`config.mk`:
```
export PLATFORM = sky130hd
export DESIGN_NAME = apb_master
export DESIGN_NICKNAME = d
export VERILOG_FILES = /design/src/rtl/apb_master.sv
export SDC_FILE = /design/constraint.sdc
export NUM_CORES = 1
export LEC_CHECK = 0
export BUFFER_PORTS_ARGS = -buffer_cell sky130_fd_sc_hd__buf_2
export CAP_MARGIN = 10
export CORE_MARGIN = 3
export CORE_UTILIZATION = 50
export DETAILED_ROUTE_END_ITERATION = 12
export PLACE_DENSITY_LB_ADDON = 0.15
export SLEW_MARGIN = 40
export SYNTH_ARGS = -nofsm -noshare
export SYNTH_HDL_FRONTEND = slang
export SYNTH_SLANG_ARGS = --single-unit
```
`constraint.sdc`:
```
create_clock -name PCLK -period 5.32 [get_ports PCLK]
set_input_delay 1.33 -clock PCLK [delete_from_list [all_inputs] [get_ports PCLK]]
set_output_delay 1.33 -clock PCLK [all_outputs]
set_load 0.05 [all_outputs]
```
`src/rtl/apb_master.sv`:
```
// APB requester for two completers: accepts one command at a time, runs SETUP/ACCESS,
// and reports completion on a one-cycle response strobe with a bounded wait time.
module apb_master #(
  parameter int ADDR_WIDTH = 7,
  parameter int DATA_WIDTH = 8,
  parameter int TIMEOUT    = 16
) (
  input  logic                  PCLK,
  input  logic                  PRESET,
  input  logic                  cmd_valid,
  output logic                  cmd_ready,
  input  logic                  cmd_write,
  input  logic [ADDR_WIDTH:0]   cmd_addr,
  input  logic [DATA_WIDTH-1:0] cmd_wdata,
  output logic                  rsp_valid,
  output logic [DATA_WIDTH-1:0] rsp_rdata,
  output logic                  rsp_err,
  output logic                  PSELECT1,
  output logic                  PSELECT2,
  output logic                  PENABLE,
  output logic                  PWRITE,
  output logic [ADDR_WIDTH-1:0] PADDR,
  output logic [DATA_WIDTH-1:0] PWDATA,
  input  logic [DATA_WIDTH-1:0] PRDATA1,
  input  logic [DATA_WIDTH-1:0] PRDATA2,
  input  logic                  PREADY1,
  input  logic                  PREADY2,
  input  logic                  PSLVERR1,
  input  logic                  PSLVERR2
);

  typedef enum logic [1:0] {IDLE, SETUP, ACCESS} state_e;

  localparam logic [7:0] TO = 8'(TIMEOUT);

  state_e                state_q;
  logic [7:0]            cnt_q;
  logic [7:0]            cnt_d;
  logic                  sel_ready;
  logic                  sel_err;
  logic [DATA_WIDTH-1:0] sel_rdata;

  // Only the addressed completer is observed; PSELECT2 stays stable through ACCESS.
  assign sel_ready = PSELECT2 ? PREADY2  : PREADY1;
  assign sel_err   = PSELECT2 ? PSLVERR2 : PSLVERR1;
  assign sel_rdata = PSELECT2 ? PRDATA2  : PRDATA1;
  assign cnt_d     = cnt_q + 8'd1;

  always_ff @(posedge PCLK or negedge PRESET) begin
    if (!PRESET) begin
      state_q   <= IDLE;
      cnt_q     <= '0;
      cmd_ready <= 1'b0;
      rsp_valid <= 1'b0;
      rsp_rdata <= '0;
      rsp_err   <= 1'b0;
      PSELECT1  <= 1'b0;
      PSELECT2  <= 1'b0;
      PENABLE   <= 1'b0;
      PWRITE    <= 1'b0;
      PADDR     <= '0;
      PWDATA    <= '0;
    end else begin
      rsp_valid <= 1'b0;
      case (state_q)
        IDLE: begin
          // cmd_ready comes up one edge after reset release, then tracks IDLE.
          if (cmd_ready && cmd_valid) begin
            cmd_ready <= 1'b0;
            PWRITE    <= cmd_write;
            PADDR     <= cmd_addr[ADDR_WIDTH-1:0];
            PWDATA    <= cmd_wdata;
            PSELECT1  <= ~cmd_addr[ADDR_WIDTH];
            PSELECT2  <= cmd_addr[ADDR_WIDTH];
            cnt_q     <= '0;
            state_q   <= SETUP;
          end else begin
            cmd_ready <= 1'b1;
          end
        end
        SETUP: begin
          PENABLE <= 1'b1;
          state_q <= ACCESS;
        end
        ACCESS: begin
          if (sel_ready || (cnt_d >= TO)) begin
            rsp_valid <= 1'b1;
            rsp_err   <= sel_ready ? sel_err : 1'b1;
            rsp_rdata <= (sel_ready && !PWRITE) ? sel_rdata : '0;
            PSELECT1  <= 1'b0;
            PSELECT2  <= 1'b0;
            PENABLE   <= 1'b0;
            cmd_ready <= 1'b1;
            state_q   <= IDLE;
          end else begin
            cnt_q <= cnt_d;
          end
        end
        default: state_q <= IDLE;
      endcase
    end
  end

endmodule

```
==> metrics <==
Reg-to-Reg Start cnt_q[0]$_DFFE_PN0P_; DR vias/cell 5.01; Final Cycle Share 0.512; routed len/inst 12.8 um; Post-CTS Setup Bufs 0; Setup crit end kind primary output; TritonCTS clock tree built; PwrDens 630 nW/um^2; critical path, cell by cell buf_2; Worst path max stage delay 0.69 ns; Worst-path clk slew 0.11 ns; complex-gate fraction of the synthesized area 0.0892; min Tclk post-route 2.73 ns; Root Buffer clkbuf_4; routability cong. 0.742; post-synthesis simple-gate area fraction 0.213; starting density of the core 0.543; placed cell areas 2100 um^2; YS warnings 0; largest net degree at the start of global routing 41; Chip Width 64.7 um; Routed Antenna Nets 0; GRT Util Overall 0.197; diodes inserted 0; status finished clean; Synth Area in XOR/XNOR 0; main combinational cell family by area after synthesis simple AND/OR/NAND/NOR gates; Fmax achieved 367 MHz; GR Overflow Total 0; Setup Crit Path Kind flop to primary output; Routed WL 3650 um; Post-synth EDFFs 0; worst r2r dst rsp_err$_DFFE_PN0P_; Finish-stage setup viols 0; r2r worst-path depth 7; clock tree buffer depth 2; worst-margin pin slew 0.550 ns; Min-Delay Path Class flop to flop; # clock sinks 40; unrepaired setup endpoints after global routing no; Netlist cell types 31; register area 1000 um^2; Rel. slew slack 0.633; number of cell rows 20; #FFs+latches synth 40; post-synthesis cell count 170; Worst Min Path Start PWDATA[0]$_DFFE_PN0P_; crit path max-delay cell type dfrtp_1; H-Tree Depth 2; Area contributors post-synth dfrtp_1 58%, nand2_1 13%, mux2i_1 7.0%, o2bb2ai_1 4.1%, and3_1 2.2%; max cap viols 0; count of input and output buffers 69; first-pass GRT wire length 6320 um; Post-DP HPWL 2660 um; mapped cell area 1730 um^2; ys flop type dfrtp_1; Worst R2R Setup Slack 3.17 ns; hold_buf cts 0; mux contribution to synthesized area 0.0696; area grow syn2layout 25.2%; DRC 0; Synth area leader dfrtp_1; ys async rst share 1.00; layout filler cell count 295; max-slew violations 0; count of final hold-check violations 0; vias in the first global route 1391; Worst Path Buf+Inv 1; Setup Skew 0.00960 ns; layout net count 280; area share of the largest cell type after synthesis 0.580; Startpoint Class flop; area of the multi-input gates 659 um^2; VDD IR max 0.375 mV; number of detailed-route iterations in the first pass 4; Syn Area/Cell 10.1 um^2; Hold EP PWDATA[0]$_DFFE_PN0P_; Leak 1.21 nW; Sum Neg Setup Slack 0 ns; Arr. time, crit path 1.40 ns; via count 1423; Initial DRC Count 63; Top delay family on crit path flip-flops; initial antenna violation count 0; share of cells above drive strength 1 0.338; area share of fa/ha/maj cells after synthesis 0.00725; worst skew pair latency 0.34 ns; die area 4190 um^2; Worst Path Required 3.99 ns; fin area 2160 um^2; core area 3180 um^2; Die H 64.7 um; worst hold stages 2; cts repair resizes 0; post-synthesis sequential area ratio 0.580; clock buffer count from CTS 5; Mapped Nets 211; IO Pins 70; top fanout value on the critical path 12
[Yosys cell counts, drive strengths merged, types with 2 or more instances]
master   count
nand2       58
dfrtp       40
mux2i       12
o2bb2ai      8
and3         7
inv          6
clkbuf       5
nor2         5
a21oi        3
nand2b       3
nand3        3
buf          2
clkinv       2
o21ai        2
[logic make-up after synthesis]
kind of cell / Yosys count
buf+inv: 15
compound gates: 19
fa+ha+maj: 1
mux: 12
flops: 40
simple gates: 83
[cell usage in the layout (no fill, tap or decap), drive strengths merged, types with 2 or more instances in the layout]
master / netlist / routed
nand2: 58 / 58
buf: 2 / 69
o21ai: 2 / 2
nor2: 5 / 5
dfrtp: 40 / 40
mux2i: 12 / 12
nand3: 3 / 3
inv: 6 / 6
nand2b: 3 / 3
and3: 7 / 7
o2bb2ai: 8 / 8
clkbuf: 5 / 7
a21oi: 3 / 3
clkinv: 2 / 2
[layer usage]
layer | vias to the layer above | track usage | routed length [um]
li1 | 707 | - | -
met1 | 666 | 0.250 | 1550
met2 | 45 | 0.322 | 1780
met3 | 5 | 0.0503 | 266
met4 | 0 | 0.0792 | 48
met5 | - | 0 | 0
[sequential cells by signal (all words and copies together) (netlist names)]
| signal | flops |
|---|---|
| PADDR | 7 |
| PENABLE | 1 |
| PSELECT1 | 1 |
| PSELECT2 | 1 |
| PWDATA | 8 |
| PWRITE | 1 |
| cmd_ready | 1 |
| cnt_q | 8 |
| rsp_err | 1 |
| rsp_rdata | 8 |
| rsp_valid | 1 |
| state_q | 2 |
[power by group]
part           internal, W  total [W]  switching [W]
clock            0.0000647   0.000160      0.0000949
sequential        0.000416   0.000493      0.0000763
combinational     0.000173   0.000710       0.000536
total             0.000654    0.00136       0.000708
[metrics by stage]
stage	util	cells	power [W]	setup slack (ns)	hold slack, ns
after global placement	0.658	276	0.00120	1.86	0.455
final	0.680	284	0.00136	2.59	0.486
after floorplan	-	170	0.00104	3.10	0.470
after CTS	0.680	284	0.00138	2.57	0.493
after detailed placement	0.660	276	0.00122	2.29	0.462
after global routing	0.680	284	0.00146	2.47	0.515
[cell type report]
class	count	share of cell area
well taps	44	0.0255
flip-flops and latches	40	0.463
clock buffers	7	0.0255
inverters	8	0.0162
repair buffers	69	0.161
clock inverters	1	0.00347
multi-input cells	115	0.305
[worst reg2reg max path: cells and delay by family, from the launching register on]
family	cells	cell delay [ns]
AOI/OAI and AO/OA	2	0.72
adders and majority gates	1	0.23
DFF	1	0.43
and+or+nand+nor	2	0.41
buffers and inverters	1	0.13
muxes	1	0.17
[how the worst max path moves through the flow]
stage | startpoint | to | slack (ns) | cells past startpoint
final | PSELECT2$_DFFE_PN0P_ | PSELECT2 | 2.59 | 1
after CTS | PSELECT2$_DFFE_PN0P_ | PSELECT2 | 2.57 | 1
after global placement | cmd_valid | cnt_q[0]$_DFFE_PN0P_ | 1.86 | 5
after floorplan | PREADY1 | cnt_q[4]$_DFFE_PN0P_ | 3.10 | 5
after detailed placement | cmd_valid | cnt_q[0]$_DFFE_PN0P_ | 2.29 | 5
after global routing | cmd_valid | cnt_q[0]$_DFFE_PN0P_ | 2.47 | 5
Power figures use the tool's default switching activity.
